`config.mk`:
```
export PLATFORM = sky130hd
export DESIGN_NAME = c_gate_bank_v5_0
export DESIGN_NICKNAME = d
export VERILOG_FILES = /design/src/rtl/c_gate_bank_v5_0.sv
export SDC_FILE = /design/constraint.sdc
export NUM_CORES = 1
export LEC_CHECK = 0
export BUFFER_PORTS_ARGS = -buffer_cell sky130_fd_sc_hd__buf_2
export CORE_AREA = 2 2 39 41
export CTS_BUF_LIST = sky130_fd_sc_hd__clkbuf_4
export CTS_CLUSTER_DIAMETER = 200
export DETAILED_ROUTE_END_ITERATION = 10
export DIE_AREA = 0 0 41 43
export GPL_TIMING_DRIVEN = 1
export MAX_ROUTING_LAYER = met4
export PLACE_DENSITY = 0.83
export SYNTH_ARGS = -nofsm -noshare
export SYNTH_HDL_FRONTEND = slang
export SYNTH_SLANG_ARGS = --single-unit
```
`constraint.sdc`:
```
create_clock -name CLK -period 1 [get_ports CLK]
set_input_delay 0.05 -clock CLK [delete_from_list [all_inputs] [get_ports CLK]]
set_output_delay 0.05 -clock CLK [all_outputs]
set_load 0.01 [all_outputs]
```
`src/rtl/c_gate_bank_v5_0.sv`:
```
// Multi-channel run-time selectable gate reduction (AND/NAND/OR/NOR/XOR/XNOR)
// with per-input inversion, a valid-tagged pipeline, clock-enable stall and synchronous init.
module c_gate_bank_v5_0 #(
    parameter int unsigned             C_CHANNELS       = 4,
    parameter int unsigned             C_INPUTS         = 2,
    parameter logic [C_INPUTS-1:0]     C_INPUT_INV_MASK = '0,
    parameter int unsigned             C_PIPE_STAGES    = 0,
    parameter logic [C_CHANNELS-1:0]   C_SINIT_VAL      = '0,
    parameter bit                      C_HAS_CE         = 1'b0
) (
    input  logic                             CLK,
    input  logic                             ACLR_N,
    input  logic                             CE,
    input  logic                             SINIT,
    input  logic [C_CHANNELS*C_INPUTS-1:0]   I,
    input  logic [2:0]                       MODE,
    input  logic                             IVALID,
    output logic [C_CHANNELS-1:0]            O,
    output logic [C_CHANNELS-1:0]            Q,
    output logic                             OVALID,
    output logic                             ERR
);

    localparam int unsigned NSTG = C_PIPE_STAGES + 1;

    localparam logic [2:0] MODE_AND  = 3'd0;
    localparam logic [2:0] MODE_NAND = 3'd1;
    localparam logic [2:0] MODE_OR   = 3'd2;
    localparam logic [2:0] MODE_NOR  = 3'd3;
    localparam logic [2:0] MODE_XOR  = 3'd4;
    localparam logic [2:0] MODE_XNOR = 3'd5;

    logic [C_CHANNELS-1:0]            gate;
    logic [C_INPUTS-1:0]              chan_x;
    logic                             mode_bad;
    logic                             ce_eff;
    logic [NSTG-1:0][C_CHANNELS-1:0]  data_q;
    logic [NSTG-1:0]                  valid_q;
    logic [NSTG:0][C_CHANNELS-1:0]    data_shift;
    logic [NSTG:0]                    valid_shift;
    logic                             err_q;

    assign mode_bad = (MODE > MODE_XNOR);
    assign ce_eff   = C_HAS_CE ? CE : 1'b1;

    // Per-channel reduction of the masked inputs; illegal modes force zero
    always_comb begin
        gate   = '0;
        chan_x = '0;
        for (int k = 0; k < int'(C_CHANNELS); k++) begin
            chan_x = I[k*C_INPUTS +: C_INPUTS] ^ C_INPUT_INV_MASK;
            case (MODE)
                MODE_AND:  gate[k] = &chan_x;
                MODE_NAND: gate[k] = ~&chan_x;
                MODE_OR:   gate[k] = |chan_x;
                MODE_NOR:  gate[k] = ~|chan_x;
                MODE_XOR:  gate[k] = ^chan_x;
                MODE_XNOR: gate[k] = ~^chan_x;
                default:   gate[k] = 1'b0;
            endcase
        end
    end

    assign O = gate;

    // One-slot shift built by concatenation so a single-stage pipeline needs no special case
    assign data_shift  = {data_q, gate};
    assign valid_shift = {valid_q, IVALID};

    // Pipeline registers; SINIT outranks CE, bubbles still load data
    always_ff @(posedge CLK or negedge ACLR_N) begin
        if (!ACLR_N) begin
            data_q  <= '0;
            valid_q <= '0;
            err_q   <= 1'b0;
        end else if (SINIT) begin
            data_q         <= '0;
            data_q[NSTG-1] <= C_SINIT_VAL;
            valid_q        <= '0;
            err_q          <= 1'b0;
        end else if (ce_eff) begin
            data_q  <= data_shift[NSTG-1:0];
            valid_q <= valid_shift[NSTG-1:0];
            if (IVALID && mode_bad) begin
                err_q <= 1'b1;
            end
        end
    end

    assign Q      = data_q[NSTG-1];
    assign OVALID = valid_q[NSTG-1];
    assign ERR    = err_q;

endmodule

```
==> results of run 1 <==
[path summary, 6_finish.rpt]
path,end,slack [ps],depth (start not counted)
worst max-delay path,O[1],2,6
worst min-delay path,ERR,60,2
worst max register to register,ERR,310,2
worst min register to register,ERR,510,2
max in group asynchronous,OVALID,700,2
min in group asynchronous,Q[1],160,2
[flip-flops by register name (all words and copies together), names as in the netlist]
name    cells
ERR         1
Q           4
OVALID      1
[routing by layer]
metal	track usage, %	vias up	wire length, um
met5	-	-	0
met4	8.00	0	8
met3	3.66	2	100
met2	23.8	24	621
met1	10.6	239	387
li1	-	243	-
[layout by cell type, fill, tap and decap left out]
cell           instances
buf_2                 18
xor2_1                 8
dfrtp_1                6
inv_2                  6
buf_6                  5
xnor2_1                4
mux2i_1                4
nand2_1                4
o21ai_1                4
o22ai_1                4
ha_1                   4
clkbuf_4               4
ha_4                   3
nor2b_1                2
inv_1                  2
buf_4                  2
or2_2                  1
a31oi_1                1
nor2_1                 1
ha_2                   1
dlygate4sd3_1          1
[Yosys cell counts]
cell type | count | area [um2]
dfrtp_1 | 6 | 150
nand2_1 | 4 | 15.0
inv_1 | 8 | 30.0
xor2_1 | 8 | 70.1
xnor2_1 | 4 | 35.0
o22ai_1 | 4 | 25.0
nor2_1 | 1 | 3.75
or2_2 | 1 | 6.26
buf_6 | 1 | 11.3
buf_2 | 1 | 5.00
o21ai_0 | 2 | 10.0
a31oi_1 | 1 | 6.26
o21ai_1 | 2 | 10.0
mux2i_1 | 4 | 40.0
ha_1 | 8 | 100
nor2b_1 | 2 | 12.5
[power by group through the flow]
| stage | sequential [mW] | combinational [mW] | clock [mW] |
|---|---|---|---|
| finish | 0.266 | 0.297 | 0.221 |
| global route | 0.269 | 0.327 | 0.242 |
| CTS | 0.267 | 0.253 | 0.233 |
| detailed placement | 0.270 | 0.249 | 0 |
| global placement | 0.269 | 0.240 | 0 |
| floorplan | 0.280 | 0.146 | 0 |
[logic make-up (layout without fill, tap and decap cells)]
group,after synthesis,in the layout
buf+inv,10,38
xor+xnor,12,12
fa+ha+maj,8,8
mux,4,4
simple gates,8,8
flops,6,6
compound gates,9,9
[through the flow]
step | setup TNS, ps | utilization (%) | power [mW]
global placement | 0 | 47.3 | 0.508
detailed placement | 0 | 47.3 | 0.519
global route | -51.6 | 56.1 | 0.838
floorplan | 0 | - | 0.426
finish | 0 | 56.1 | 0.784
CTS | 0 | 49.6 | 0.753
[what timing repair did]
item                                    CTS  global route
endpoints found under the setup margin    0             4
buffers inserted                          0             2
endpoints found under the hold margin     6             0
resized for setup                         0            18
hold buffers                              1             0
[cell type report]
cell class	instances	area (um2)
Inverter	8	30.0
Sequential cell	6	150
Fill cell	122	608
Timing Repair Buffer	27	179
Clock buffer	3	22.5
Tap cell	16	20.0
Multi-Input combinational cell	41	374
==> metrics.csv, run 1 <==
stage,metric,value,unit
cts,H-tree levels,1,
routing,DRC,0,
worst_hold_path,HP Class,primary input to flip-flop,
synthesis,Avg Inst Size Synth,9.31,um2
timing,Fin Hold WS,64.7,ps
global_routing,total track usage,13.2,%
finish,fin area,776,um2
place,pre-CTS worst setup slack,7.69,ps
global_routing,first-pass GRT wire length,1520,um
timing,final setup vio count,0,
floorplanning,CORE AREA,1380,um2
setup_path,Slowest Stage Delay on Critical Path,210,ps
synthesis,Post-Synth XOR/XNOR Area,19.8,%
setup_path,critical-path maximum fanout,2,
routing,DRT iter0 DRCs,5,
finish,diode count,0,
synthesis,sequential area share after synthesis,28.3,%
synthesis,post-synthesis register bit count,6,
floorplanning,Die H,43,um
place,Inst Count DP,95,
timing,Pins Over Slew Limit,0,
routing,DRT Wirelength,1120,um
global_routing,grt ovf,0,
cts,CTS max path bufs,2,
pwr,Reg power frac,33.9,%
pwr,PwrDens,1010,nW/um2
setup_path,Critical R2R Launch,ERR,
timing,Max transition margin,80.9,%
routing,Vias,508,
pwr,leakage,0.411,nW
worst_hold_path,Hold Path Origin,SINIT,
place,DP HPWL,864,um
floorplanning,row count,14,
global_routing,number of global-route vias before repair,417,
timing,Fin. Hold Viols,0,
finish,share of cells above drive strength 1,47.1,%
timing,fin crit period,998,ps
place,gpl congestion,0.680,
synthesis,mux cell area share after synthesis,7.55,%
synthesis,distinct cell type count after synthesis,16,
setup_path,CP Buf/Inv Count,2,
place,Post-Place Cell Area,654,um2
finish,Final Non-Filler Cells,101,
routing,post-route ant nets,0,
global_routing,largest net degree at the start of global routing,13,
routing,drt pass-1 iters,4,
synthesis,syn nets,81,
flow_run,Max Cap Viol,0,
setup_path,classification of the worst setup path,primary input to output pin,
timing,skew final,0,ps
setup_path,Critical Path Source,I[2],
pwr,Clock Power Share,28.2,%
floorplanning,Horiz. Die Dim,41,um
cts,clock root buffer,clkbuf_4,
timing,Least-Margin Pin Slew,286,ps
timing,setup ws final,1.74,ps
pwr,Net Sw Frac,30.3,%
routing,drt wl/cell,11.1,um
timing,fin crit share,99.8,%
setup_path,crit end category,output pin,
synthesis,Post-Synth Simple-Gate Area,7.08,%
pwr,Max IR drop VDD,0.298,mV
finish,area grow syn2layout,46.2,%
floorplanning,starting density of the core,38.3,%
setup_path,Critical-path top delay cell,mux2i_1,
synthesis,adder-cell share of the synthesized area,18.9,%
cts,CTS tree,built,
setup_path,CP top delay family,buffers and inverters,
setup_path,CP Data Required Time,950,ps
run_status,status,completed,
floorplanning,die area,1760,um2
routing,drt via density,5.03,
synthesis,synthesized cell area,531,um2
setup_path,CP Cell Sequence,buf_2 -> ha_1 -> xor2_1 -> mux2i_1 -> o21ai_1 -> buf_2,
synthesis,largest family of logic cells by synthesized area,XOR/XNOR gates,
pwr,switching power,0.238,mW
finish,Nets,111,
timing,max frequency,1000,MHz
place,Buffers on Ports,24,
synthesis,Mapped Cells,57,
setup_path,CP dominant cell by count,buf_2,
setup_path,critical path data arrival time,950,ps
cts,"Clk Latency, worst-skew pair",240,ps
global_routing,initial antenna violation count,0,
pwr,Internal,0.547,mW
floorplanning,I/O Pins,26,
synthesis,YS warnings,0,
pwr,Gate power share,37.9,%
cts,"CTS clk-pin slew, worst paths",40,ps
cts,clk sink count,6,
synthesis,Synth Area in Compound Gates,9.67,%
setup_path,Startpoint Class,primary input,
cts,TritonCTS Buffers,3,
(Power assumes the default switching activity.)
==> run 2: changes to the inputs <==
- ABC_AREA: default -> 1
- CORE_AREA: 2 2 39 41 -> default
- CORE_MARGIN: default -> 2
- CORE_UTILIZATION: default -> 33
- DIE_AREA: 0 0 41 43 -> default
- PLACE_DENSITY: 0.83 -> 0.71
- RECOVER_POWER: default -> 25
==> metrics.csv, run 2 <==
stage,metric,value,unit,change
finish,Nets,157,,+41%
routing,drt pass-1 iters,4,,unchanged
timing,fin crit share,93.2,%,-6.7 points
routing,post-route ant nets,0,,unchanged
synthesis,most used standard cell by instance count after synthesis,nand2_1,,
synthesis,Avg Inst Size Synth,6.01,um2,-35%
cts,H-tree levels,1,,unchanged
worst_hold_path,HP Class,primary input to flip-flop,,
routing,drt via density,4.23,,-16%
synthesis,Synth top area share,25.0,%,-3.3 points
finish,max FFs per register,4,,unchanged
finish,"most common cell after layout, fill and taps aside",nand2_1,,
synthesis,YS warnings,0,,unchanged
setup_path,crit end category,output pin,,
place,Inst Count DP,152,,+60%
finish,Final Non-Filler Cells,156,,+54%
synthesis,most common library cells after synthesis,"nand2_1, inv_1, ha_1",,
synthesis,"EDFF count, synth",0,,unchanged
synthesis,distinct cell type count after synthesis,10,,-6
setup_path,CP Data Required Time,950,ps,about the same
run_status,status,completed,,
finish,share of cells above drive strength 1,40.5,%,-6.6 points
finish,fin area,917,um2,+18%
floorplanning,starting density of the core,34.8,%,-3.6 points
synthesis,post-synthesis register bit count,6,,unchanged
cts,"CTS clk-pin slew, worst paths",40,ps,about the same
synthesis,syn nets,124,,+53%
place,gpl congestion,0.701,,+3.1%
cts,clk sink count,6,,unchanged
routing,drt wl/cell,8.37,um,-24%
synthesis,sequential area share after synthesis,25.0,%,-3.3 points
timing,setup TNS,0,ps,unchanged
synthesis,"FFs w/ async S/R, synth",100,%,unchanged
worst_hold_path,WHS Endpoint,OVALID,,
routing,DRT iter0 DRCs,4,,-1
global_routing,largest net degree at the start of global routing,7,,-6
timing,final setup vio count,0,,unchanged
setup_path,classification of the worst setup path,primary input to output pin,,
pwr,Max IR drop VDD,0.423,mV,+42%
synthesis,Mapped Cells,100,,+75%
timing,fin crit period,932,ps,-66.5 ps
setup_path,flop2flop setup slack,310,ps,about the same
setup_path,critical path data arrival time,880,ps,-70 ps
cts,"Clk Latency, worst-skew pair",250,ps,about the same
cts,TritonCTS Buffers,3,,unchanged
routing,Vias,660,,+30%
cts,CTS max path bufs,2,,unchanged
synthesis,synthesized cell area,601,um2,+13%
global_routing,total track usage,13.3,%,+0.15 points
floorplanning,I/O Pins,26,,unchanged
setup_path,Startpoint Class,primary input,,
place,Buffers on Ports,24,,unchanged
floorplanning,CORE AREA,1730,um2,+25%
synthesis,post-synth top area cell,dfrtp_1,,
floorplanning,row count,15,,+1
synthesis,ys flop type,dfrtp_1,,
floorplanning,die area,2180,um2,+23%
global_routing,initial antenna violation count,0,,unchanged
setup_path,Worst R2R End,ERR,,
timing,Fin. Hold Viols,0,,unchanged
timing,Least-Margin Pin Slew,307,ps,+21.3 ps
finish,diode count,0,,unchanged
setup_path,critical-path maximum fanout,2,,unchanged
place,DP HPWL,1050,um,+21%
place,Post-Place Cell Area,774,um2,+18%
global_routing,first-pass GRT wire length,1970,um,+30%
global_routing,number of global-route vias before repair,548,,+31%
timing,Max transition margin,79.5,%,-1.4 points
synthesis,synth top area cells,"dfrtp_1, nand2_1, inv_1",,
worst_hold_path,Worst Hold Depth,3,,+1
flow_run,Max Cap Viol,0,,unchanged
timing,max frequency,1070,MHz,+7.1%
cts,CTS tree,built,,
floorplanning,Horiz. Die Dim,46.7,um,+14%
timing,Pins Over Slew Limit,0,,unchanged
global_routing,grt ovf,0,,unchanged
floorplanning,Die H,46.7,um,+8.5%
worst_hold_path,Hold Path Origin,IVALID,,
setup_path,worst reg2reg path depth,1,,-1
finish,area grow syn2layout,52.7,%,
pwr,PwrDens,921,nW/um2,-9.0%
routing,DRC,0,,unchanged
pwr,leakage,0.576,nW,+40%
setup_path,Critical R2R Launch,ERR,,
timing,unrepaired setup endpoints after global routing,yes,,
cts,clock root buffer,clkbuf_4,,
routing,DRT Wirelength,1310,um,+17%
timing,skew final,0,ps,unchanged
finish,most frequent cells in the layout,"nand2_1, inv_1, buf_2",,
## run 2: metrics by stage
step                setup slack [ps]  total power, mW  util (%)  hold WS (ps)
detailed placement             -53.5            0.565      44.9          -122
finish                          68.3            0.844      53.1          24.7
global placement               -42.0            0.556      44.9          -127
floorplan                        160            0.446         -          -246
global route                   -14.5            0.911      53.1          40.6
CTS                            0.201            0.807      48.3          21.7
## run 2: repair_timing
item	in CTS	in global routing
cloned	0	0
pin swaps	8	14
setup endpoints to repair	2	4
buffers inserted	0	0
endpoints found under the hold margin	6	0
resized for setup	5	24
hold buffers	1	0
## run 2: cell families after synthesis
logic type	share of synthesized area, %
simple gates	37.3
buf+inv	19.4
fa+ha+maj	16.7
flops	25.0
compound gates	1.67
## run 2: worst max-delay path, stage by stage
cell     delay, ps
buf_2           90
inv_1           40
ha_1           300
inv_1           60
nand2_1         40
nand2_1         80
nand3_2        100
buf_6          140
## run 2: power breakdown
| part | leakage, nW | switching (mW) | total [mW] | internal, mW |
|---|---|---|---|---|
| registers | 0.0774 | 0.00492 | 0.269 | 0.264 |
| logic | 0.485 | 0.189 | 0.352 | 0.164 |
| clock network | 0.0138 | 0.0870 | 0.223 | 0.136 |
| total | 0.576 | 0.281 | 0.844 | 0.564 |
## run 2: layout make-up
type,count,area (um2)
fillers,189,810
flip-flops and latches,6,150
well taps,25,31.3
clock buffers,3,22.5
multi-input cells,63,399
repair buffers,28,193
inverters,31,121
## run 2: worst max-delay path by stage
stage / start / end / slack [ps] / cells after the start
after floorplan: I[2] / Q[1] / 160 / 8
after global placement: I[6] / O[3] / -40 / 10
after detailed placement: I[6] / O[3] / -50 / 10
after CTS: I[4] / O[2] / 0.2 / 10
after global routing: I[0] / O[0] / -10 / 10
final: I[3] / O[1] / 70 / 8
## run 2: layer usage
| layer | wire length (um) | up-vias | GRT usage [%] | share of wire (%) |
|---|---|---|---|---|
| met5 | 0 | - | - | 0 |
| met4 | 24 | 0 | 8.33 | 1.8 |
| met3 | 74 | 4 | 1.18 | 5.7 |
| met2 | 676 | 23 | 24.4 | 52 |
| met1 | 530 | 286 | 13.3 | 41 |
| li1 | - | 347 | - | - |
==> run 3: changes to the inputs <==
- ABC_AREA: 1 -> default
- PLACE_DENSITY: 0.71 -> 0.73
==> metrics.csv, run 3 (synthesized netlist as in run 1, its figures left out) <==
stage,metric,value,unit,change
floorplanning,I/O Pins,26,,unchanged
routing,DRT Wirelength,1100,um,-15%
cts,"CTS clk-pin slew, worst paths",40,ps,about the same
global_routing,grt ovf,0,,unchanged
worst_hold_path,Hold Path Origin,IVALID,,
cts,CTS max path bufs,2,,unchanged
global_routing,number of global-route vias before repair,470,,-14%
setup_path,Critical Path Source,I[0],,
routing,DRC,0,,unchanged
cts,"Clk Latency, worst-skew pair",240,ps,about the same
setup_path,Critical R2R Launch,ERR,,
finish,share of cells above drive strength 1,52.4,%,+12 points
finish,max FFs per register,4,,unchanged
global_routing,largest net degree at the start of global routing,13,,+6
global_routing,first-pass GRT wire length,1860,um,-5.9%
timing,Fin Hold WS,56.1,ps,+31.4 ps
pwr,Clock Power Share,27.1,%,+0.7 points
floorplanning,Die H,44.1,um,-5.5%
timing,max frequency,1070,MHz,+0.12%
cts,CTS tree,built,,
run_status,status,completed,,
routing,drt via density,4.83,,+14%
timing,final setup vio count,0,,unchanged
cts,clock root buffer,clkbuf_4,,
place,Buffers on Ports,24,,unchanged
floorplanning,CORE AREA,1510,um2,-13%
flow_run,Max Cap Viol,0,,unchanged
timing,Fin. Hold Viols,0,,unchanged
floorplanning,row count,14,,-1
routing,drt wl/cell,11.0,um,+32%
floorplanning,Horiz. Die Dim,44.1,um,-5.5%
finish,most frequent cells in the layout,"buf_2, xor2_1, dfrtp_1, inv_2",,
cts,TritonCTS Buffers,3,,unchanged
finish,"most common cell after layout, fill and taps aside",buf_2,,
timing,Max transition margin,79.6,%,about the same
timing,fin crit period,931,ps,-1.10 ps
timing,skew final,0,ps,unchanged
setup_path,critical path data arrival time,880,ps,about the same
place,gpl congestion,0.674,,-3.9%
routing,post-route ant nets,0,,unchanged
finish,Nets,110,,-30%
cts,clk sink count,6,,unchanged
routing,DRT iter0 DRCs,8,,+4
finish,final core area utilization,55.1,%,+2.0 points
cts,H-tree levels,1,,unchanged
timing,Least-Margin Pin Slew,306,ps,-0.924 ps
pwr,PwrDens,969,nW/um2,+5.3%
place,DP HPWL,837,um,-20%
timing,unrepaired setup endpoints after global routing,yes,,
pwr,Net Sw Frac,30.4,%,-2.9 points
floorplanning,starting density of the core,35.2,%,+0.43 points
pwr,Internal,0.561,mW,-0.54%
timing,fin crit share,93.1,%,-0.11 points
routing,Vias,483,,-27%
pwr,Gate power share,39.9,%,-1.8 points
floorplanning,die area,1940,um2,-11%
timing,Pins Over Slew Limit,0,,unchanged
setup_path,CP Data Required Time,950,ps,about the same
pwr,leakage,0.411,nW,-29%
routing,drt pass-1 iters,3,,-1
pwr,Reg power frac,33.0,%,+1.1 points
setup_path,crit end category,output pin,,
pwr,switching power,0.245,mW,-13%
setup_path,Startpoint Class,primary input,,
setup_path,critical-path maximum fanout,2,,unchanged
global_routing,initial antenna violation count,0,,unchanged
pwr,Max IR drop VDD,0.352,mV,-17%
finish,area grow syn2layout,56.6,%,
finish,diode count,0,,unchanged
worst_hold_path,HP Class,primary input to flip-flop,,
setup_path,classification of the worst setup path,primary input to output pin,,
global_routing,total track usage,13.1,%,-0.25 points
[run 3: path summary, 6_finish.rpt]
| path | slack (ps) | cells after the start | end |
|---|---|---|---|
| worst max register to register | 310 | 2 | ERR |
| max in group asynchronous | 560 | 2 | Q[3] |
| worst min-delay path | 60 | 2 | OVALID |
| worst max-delay path | 70 | 6 | O[0] |
| worst min register to register | 500 | 2 | ERR |
| min in group asynchronous | 200 | 2 | Q[0] |
[run 3: layout make-up]
type / instances / area, um2
repair buffers: 26 / 189
multi-input cells: 41 / 414
fillers: 139 / 676
flip-flops and latches: 6 / 150
well taps: 16 / 20.0
inverters: 8 / 35.0
clock buffers: 3 / 22.5
[run 3: timing repair]
action,CTS,global route
gates resized for setup,3,32
endpoints found under the setup margin,1,4
hold buffers,1,0
endpoints found under the hold margin,6,0
buffers inserted,0,1
pin swaps,2,8
[run 3: worst max-delay path, cell delays in order]
cell     delay [ps]
buf_8           100
ha_4            150
xor2_1          140
mux2i_2         210
o21ai_2          90
buf_2           140
[run 3: metal layers]
layer | up-vias | global-route usage, % | part of all wire, %
met1 | 222 | 13.1 | 37
met5 | - | - | 0
li1 | 241 | - | -
met3 | 2 | 1.22 | 6.1
met4 | 0 | 5.45 | 1.5
met2 | 18 | 25.3 | 55
[run 3: per-stage QoR]
| stage | worst slack (ps) | total power [mW] | instances | setup TNS (ps) | instance area, um2 |
|---|---|---|---|---|---|
| CTS | 0.642 | 0.761 | 100 | 0 | 719 |
| global route | -4.02 | 0.859 | 100 | -4.02 | 831 |
| detailed placement | -49.7 | 0.529 | 96 | -49.7 | 674 |
| floorplan | 187 | 0.426 | 57 | 0 | 531 |
| finish | 69.4 | 0.805 | 100 | 0 | 831 |
| global placement | 18.7 | 0.520 | 96 | 0 | 674 |
[run 3: power by group through the flow]
stage	registers (mW)	logic [mW]	clock network, mW
after floorplan	0.280	0.146	0
after global placement	0.269	0.251	0
after detailed placement	0.269	0.260	0
after CTS	0.266	0.271	0.225
after global routing	0.267	0.358	0.234
final	0.265	0.322	0.218
